--- src/rtl/i2c_write_arbiter.sv ---
// rtl/i2c_write_arbiter.sv - two-port write arbiter in front of a single I2C write engine
//
// Ports:
//   clk, reset          rising-edge clock, asynchronous active-low reset
//   req0/req1           level requests, held by the requester until its done/err
//   data0/data1         24-bit write words {device addr, register addr, value}
//   done0/done1         one-cycle completion pulse to the owning port
//   err0/err1           one-cycle timeout pulse to the owning port
//   eng_start           one-cycle start pulse to the engine
//   eng_data            word latched at grant, stable until the transaction ends
//   eng_done            one-cycle completion pulse from the engine
//   busy                high whenever the FSM is not idle
//   grant               index of the current or most recent owner
module i2c_write_arbiter #(
  parameter int TIMEOUT = 100000,
  parameter int RR      = 0
) (
  input  logic        clk,
  input  logic        reset,
  input  logic        req0,
  input  logic [23:0] data0,
  output logic        done0,
  output logic        err0,
  input  logic        req1,
  input  logic [23:0] data1,
  output logic        done1,
  output logic        err1,
  output logic        eng_start,
  output logic [23:0] eng_data,
  input  logic        eng_done,
  output logic        busy,
  output logic        grant
);

  localparam int TW = (TIMEOUT > 1) ? $clog2(TIMEOUT) : 1;
  localparam logic [TW-1:0] TIMER_LAST = TW'(TIMEOUT - 1);

  typedef enum logic [1:0] {IDLE, ISSUE, WAIT, RELEASE} state_t;

  state_t        state;
  state_t        state_next;
  logic [TW-1:0] timer;
  logic [TW-1:0] timer_inc;
  logic          rr_pref;       // port favoured on the next tie
  logic          outcome_done;  // 1: released on eng_done, 0: released on timeout
  logic          any_req;
  logic          winner;
  logic          timer_hit;

  assign any_req   = req0 | req1;
  assign timer_inc = timer + TW'(1);
  // Expiry is judged on the incremented value so that the error pulse lands
  // exactly TIMEOUT cycles after eng_start.
  assign timer_hit = (timer_inc == TIMER_LAST);

  always_comb begin
    winner = 1'b0;
    if (req0 && req1) begin
      winner = (RR != 0) ? rr_pref : 1'b0;
    end else begin
      winner = req1;
    end
  end

  // State register
  always_ff @(posedge clk or negedge reset) begin
    if (!reset) begin
      state <= IDLE;
    end else begin
      state <= state_next;
    end
  end

  // Datapath registers: grant, latched word, tie-break pointer, timer, outcome
  always_ff @(posedge clk or negedge reset) begin
    if (!reset) begin
      grant        <= 1'b0;
      eng_data     <= 24'h000000;
      rr_pref      <= 1'b0;
      timer        <= '0;
      outcome_done <= 1'b0;
    end else begin
      case (state)
        IDLE: begin
          if (any_req) begin
            grant    <= winner;
            eng_data <= winner ? data1 : data0;
            rr_pref  <= ~winner;
          end
        end
        ISSUE: begin
          timer <= '0;
        end
        WAIT: begin
          timer <= timer_inc;
          // eng_done takes precedence over a coincident expiry
          if (eng_done) begin
            outcome_done <= 1'b1;
          end else if (timer_hit) begin
            outcome_done <= 1'b0;
          end
        end
        default: begin
        end
      endcase
    end
  end

  // Next-state logic
  always_comb begin
    state_next = state;
    case (state)
      IDLE:    if (any_req) state_next = ISSUE;
      ISSUE:   state_next = WAIT;
      WAIT:    if (eng_done || timer_hit) state_next = RELEASE;
      RELEASE: state_next = IDLE;
      default: state_next = IDLE;
    endcase
  end

  // Outputs decoded from state so that reset clears them without a clock edge
  always_comb begin
    busy      = (state != IDLE);
    eng_start = (state == ISSUE);
    done0     = 1'b0;
    done1     = 1'b0;
    err0      = 1'b0;
    err1      = 1'b0;
    if (state == RELEASE) begin
      done0 = outcome_done  & ~grant;
      done1 = outcome_done  &  grant;
      err0  = ~outcome_done & ~grant;
      err1  = ~outcome_done &  grant;
    end
  end

endmodule

--- config.mk ---
export PLATFORM = sky130hd
export DESIGN_NAME = i2c_write_arbiter
export DESIGN_NICKNAME = d
export VERILOG_FILES = /design/src/rtl/i2c_write_arbiter.sv
export SDC_FILE = /design/constraint.sdc
export NUM_CORES = 1
export LEC_CHECK = 0
export BUFFER_PORTS_ARGS = -buffer_cell sky130_fd_sc_hd__buf_2
export CORE_MARGIN = 2
export CORE_UTILIZATION = 41
export CTS_BUF_LIST = sky130_fd_sc_hd__clkbuf_16
export DETAILED_ROUTE_END_ITERATION = 10
export PLACE_DENSITY = 0.67
export SLEW_MARGIN = 20
export SYNTH_ARGS = -nofsm -noshare
export SYNTH_HDL_FRONTEND = slang
export SYNTH_SLANG_ARGS = --single-unit
--- constraint.sdc ---
create_clock -name clk -period 2.43 [get_ports clk]
set_input_delay 0.243 -clock clk [delete_from_list [all_inputs] [get_ports clk]]
set_output_delay 0.243 -clock clk [all_outputs]
set_load 0.02 [all_outputs]
* After elaboration in Yosys (flattened, before gate mapping)
Index checks and enable logic that the tools add are counted.
Word-level totals: output and inout bits 31, input port bits 53, register bits after elaboration 45, word-level logic and storage cells 40
Operators by class: equal/unequal tests 6, add/sub/neg operators 1, bitwise gates (word level) 7, multiplexer cells 12, reduce and logical (&&, ||, !) cells 9
Operators by type and width (number):
- $pmux W17 S2 | 1
- $mux W24 | 1
- $add A17 B1 Y17 const B | 1
- $eq A17 B17 Y1 const B | 1
- $pmux W2 S4 | 1
- $mux W1 | 7
- $reduce_and A2 Y1 | 3
- $reduce_bool A2 Y1 | 3
- $and A1 B1 Y1 | 4
- $eq A2 B2 Y1 const B | 2
- $mux W2 | 2
- $ne A2 B2 Y1 const B | 2
- $eq A2 B1 Y1 const B | 1
- $logic_not A2 Y1 | 1
- $not A1 Y1 | 2
- $logic_and A1 B1 Y1 | 1
- $logic_or A1 B1 Y1 | 1
- $or A1 B1 Y1 | 1

* Logic depth before layout (Yosys ltp)
word-level depth 5, depth in mapped cells 8, gate-level depth less buffers 8

* Least setup slack after synthesis
Ideal clock, no wire load.
kind register to register, start point register timer[1], end point register outcome_done, setup time 121 ps, path buffers 1, data required time 2309 ps, arrival 1867 ps, clock period less this slack 1988 ps, path slack 442 ps, stages on the path, launching flop included 9, path through dfrtp_1 > ha_1 > clkbuf_1 > or3_1 > o311ai_0 > a22oi_1 > a2111oi_4 > nand3_1 > a22o_1
Between the ends: longest elaborated chain between the ends 4
RTL lines:
- from (decl) | line 42 | logic [TW-1:0] timer;
- from (signal assigned) | line 95 | timer <= timer_inc;
- $add A17 B1 Y17 | line 51 | assign timer_inc = timer + TW'(1);
- $eq A17 B17 Y1 | line 54 | assign timer_hit = (timer_inc == TIMER_LAST);
- $reduce_bool A2 Y1 (no source line)
- $reduce_and A2 Y1 (no source line)
- to (signal assigned) | line 81 | outcome_done <= 1'b0;
- to (signal assigned) | line 98 | outcome_done <= 1'b1;
- to (signal assigned) | line 100 | outcome_done <= 1'b0;
- to (decl) | line 45 | logic outcome_done;
Every way passes these cells. A chain may end at the register's enable or synchronous reset.

* Worst setup path after layout
start point register timer[6], end point register outcome_done
Same word-level chain as after synthesis.

==> impl_metrics.csv <==
group,metric,value,unit
outcome,status,"complete, no violations",
route,firstDrtPassIters,4,
power_and_ir_drop,p_leak,1.52,nW
min_path,worstHoldEndpoint,"grant$_DFFE_PN0P_",
clock_network,cts_resized,0,
worst_setup_path,timing.rr.end,"outcome_done$_DFFE_PN0P_",
synth,synthCells,283,
place,dp_hpwl,4540,um
synth,dominantRegCellSynth,"dfrtp_1",
synth,syn_area_per_cell,9.13,um2
worst_setup_path,worstReg2RegStart,"timer[6]$_DFFE_PN0P_",
min_path,hp-class,"in2reg",
timing,finalSetupViolCount,0,
timing,final_hold_viol_count,0,
final_layout,multi_input_area,1340,um2
power_and_ir_drop,pwr-share-clk,0.218,
final_layout,diodes,0,
route,vias,2326,
power_and_ir_drop,irDropWorstVdd,732,uV
clock_network,clock-root-buffer,"clkbuf_16",
final_layout,register_area,1130,um2
min_path,hold_start,"req0",
floorplanning,pin_count,84,
worst_setup_path,ff2ff_path_depth,6,
clock_network,hold_buffers,1,
synth,netlist_top_cells_count,"55 x nand2_1, 45 x dfrtp_1, 33 x o21ai_0",
synth,synth_warnings,0,
floorplanning,die_area,6950,um2
synth,synth_seq_cells,45,
global_route,met1_usage,0.238,
route,ant_nets,0,
route,drc_errors,0,
worst_setup_path,path_max_fanout,10,
worst_setup_path,slowest_stage,"or4_4",
timing,slew_violations,0,
synth,yosysSeqAreaShare,0.436,
route,first_iter_violations,188,
synth,synth.most_common_cell,"nand2_1",
final_layout,nets,424,
place,dp.cells,432,
global_route,gr-total-overflow,0,
power_and_ir_drop,p_switching,1.38,mW
global_route,grt_max_degree,49,
timing,setup_tns,0,ns
global_route,met3_usage,0.0308,
place,port_buffers,83,
synth,synth_edf_count,0,
floorplanning,die_w,83.4,um
floorplanning,die_h,83.4,um
floorplanning,core_area,5990,um2
worst_setup_path,end_kind,"flip-flop",
power_and_ir_drop,p_per_area,1040,nW/um2
final_layout,syn2layout_area_growth,25.8,%
clock_network,path_clk_slew,0.06,ns
worst_setup_path,r2r_slack,0.30,ns
global_route,gr-usage-met2,0.309,
worst_setup_path,critPathMaxStageDelay,0.60,ns
flow_run,cap_violations,0,
timing,tightest_slew,0.504,ns
global_route,top_usage_layer,"met2",
timing,relSlewSlack,0.664,
global_route,grt_antenna_before_repair,0,
worst_setup_path,crit_type,"reg2reg",
clock_network,numClockSinks,45,
synth,syn_area,2580,um2
clock_network,cts_tree,"done",
timing,period_needed,2.13,ns
place,postPlaceCellArea,3080,um2
timing,fin_crit_sh,0.878,
timing,holdWs,0.197,ns
synth,yosysTopAreaCell,"dfrtp_1",
synth,ys_types,42,
clock_network,cts_buffers,5,
clock_network,clockBufferDepth,2,
route,viasPerCell,5.29,
worst_setup_path,worst_ep_arrival_time,2.31,ns
floorplanning,start_util,0.431,
global_route,grt_pass1_vias,2212,
clock_network,clk_latency,0.28,ns
timing,rsz0062_at_grt,"no",
power_and_ir_drop,p_seq_frac,0.332,
final_layout,n_fill_cell,542,
synth,synth.top_cell.area_share,0.436,
final_layout,finalInstanceArea,3250,um2
worst_setup_path,cp-start-kind,"flip-flop",
min_path,hold_path_depth,2,
worst_setup_path,crit_required,2.60,ns
clock_network,postCtsSetupBuffers,0,
power_and_ir_drop,p_int,2.00,mW
synth,synth_nets,342,
worst_setup_path,crit_start,"timer[6]$_DFFE_PN0P_",
place,gp_congestion,0.818,
synth,async_reset_ff_frac,1.00,
route,wl_per_cell,13.7,um
route,wl,6030,um
final_layout,layout-drive-gt1-share,0.290,
global_route,grt_pass1_wl,10500,um
final_layout,fin_cells,440,
power_and_ir_drop,switching_share,0.409,
clock_network,htreeDepth,2,
timing,fmax,0.469,GHz
floorplanning,num_rows,28,
power_and_ir_drop,combPwrFrac,0.450,
global_route,grt_usage,0.181,
synth,synth_area_leaders,"dfrtp_1 44%, mux2i_1 10%, nand2_1 8.0%",
final_layout,fin_util,0.543,
worst_setup_path,crit_chain,"nand4_4, or4_4, nor3_2, o22a_2, nand3_1, a22o_1",
timing,finalClockSkew,0.00570,ns
cells by family (layout without fill, tap and decap cells):
group                    after synthesis  after routing  share of synthesized area
adder cells (fa/ha/maj)                6              6                     0.0291
flip-flops                            45             45                      0.436
buffers and inverters                 30            112                     0.0479
multiplexers                          28             28                      0.109
AO/OA/AOI/OAI                         62             62                      0.149
AND/OR/NAND/NOR                      112            112                      0.229
cell usage in the layout, fill, tap and decap left out, types with 2 or more instances in the layout:
cell | Yosys | routed
buf_2 | 3 | 83
nand2_1 | 55 | 55
dfrtp_1 | 45 | 45
o21ai_0 | 33 | 32
mux2i_1 | 27 | 27
inv_1 | 14 | 14
nand3_1 | 9 | 9
o22ai_1 | 7 | 7
buf_4 | 2 | 7
nor3b_1 | 6 | 6
nand4_1 | 6 | 6
a21oi_1 | 6 | 6
o31ai_1 | 6 | 6
ha_1 | 6 | 6
nor2_1 | 5 | 5
nor3_1 | 5 | 5
clkbuf_16 | 0 | 5
nor4_1 | 4 | 4
nand2b_1 | 3 | 3
nand3b_1 | 2 | 2
nand4_4 | 2 | 2
and2_1 | 2 | 2
nor2b_1 | 3 | 2
a22oi_1 | 2 | 2
or3_1 | 2 | 2
state kept, by name, indices dropped and copies added (netlist names):
| signal | flops |
|---|---|
| eng_data | 24 |
| timer | 17 |
| state | 2 |
| grant | 1 |
| outcome_done | 1 |
power groups by stage:
| stage | sequential [mW] | combinational (mW) | clock (mW) |
|---|---|---|---|
| after floorplan | 1.37 | 0.740 | 0 |
| after global placement | 1.12 | 1.51 | 0 |
| after detailed placement | 1.14 | 1.53 | 0 |
| after CTS | 1.13 | 1.53 | 0.758 |
| after global routing | 1.16 | 1.71 | 0.801 |
| final | 1.12 | 1.52 | 0.738 |
worst max-delay path: cells and delay by family (launching register included):
kind / cells / cell delay, ns
AO/OA/AOI/OAI: 2 / 0.40
AND/OR/NAND/NOR: 4 / 1.08
flip-flops: 1 / 0.53
how the worst max path moves through the flow:
stage / endpoint / slack (ns) / depth (start not counted)
after global placement: outcome_done$_DFFE_PN0P_ / 0.39 / 6
after CTS: outcome_done$_DFFE_PN0P_ / 0.31 / 6
final: outcome_done$_DFFE_PN0P_ / 0.30 / 6
after global routing: outcome_done$_DFFE_PN0P_ / 0.1 / 7
after floorplan: outcome_done$_DFFE_PN0P_ / 0.44 / 8
after detailed placement: outcome_done$_DFFE_PN0P_ / 0.32 / 6
metal layers:
layer / vias to the layer above / routed length, um
met3: 10 / 270
met2: 63 / 3040
met5: - / 0
met1: 1085 / 2650
met4: 0 / 77
li1: 1168 / -
stage by stage:
stage	setup WS [ns]	power, mW
global placement	0.394	2.63
finish	0.297	3.38
global route	0.0973	3.67
CTS	0.311	3.42
floorplan	0.442	2.12
detailed placement	0.317	2.67
cell type report:
type / instances / area share
multi-input combinational: 208 / 0.412
timing repair buffer: 91 / 0.147
sequential: 45 / 0.346
inverter: 14 / 0.0162
clock buffer: 5 / 0.0385
clock inverter: 2 / 0.0108
tap: 75 / 0.0289
(Power assumes the default switching activity.)
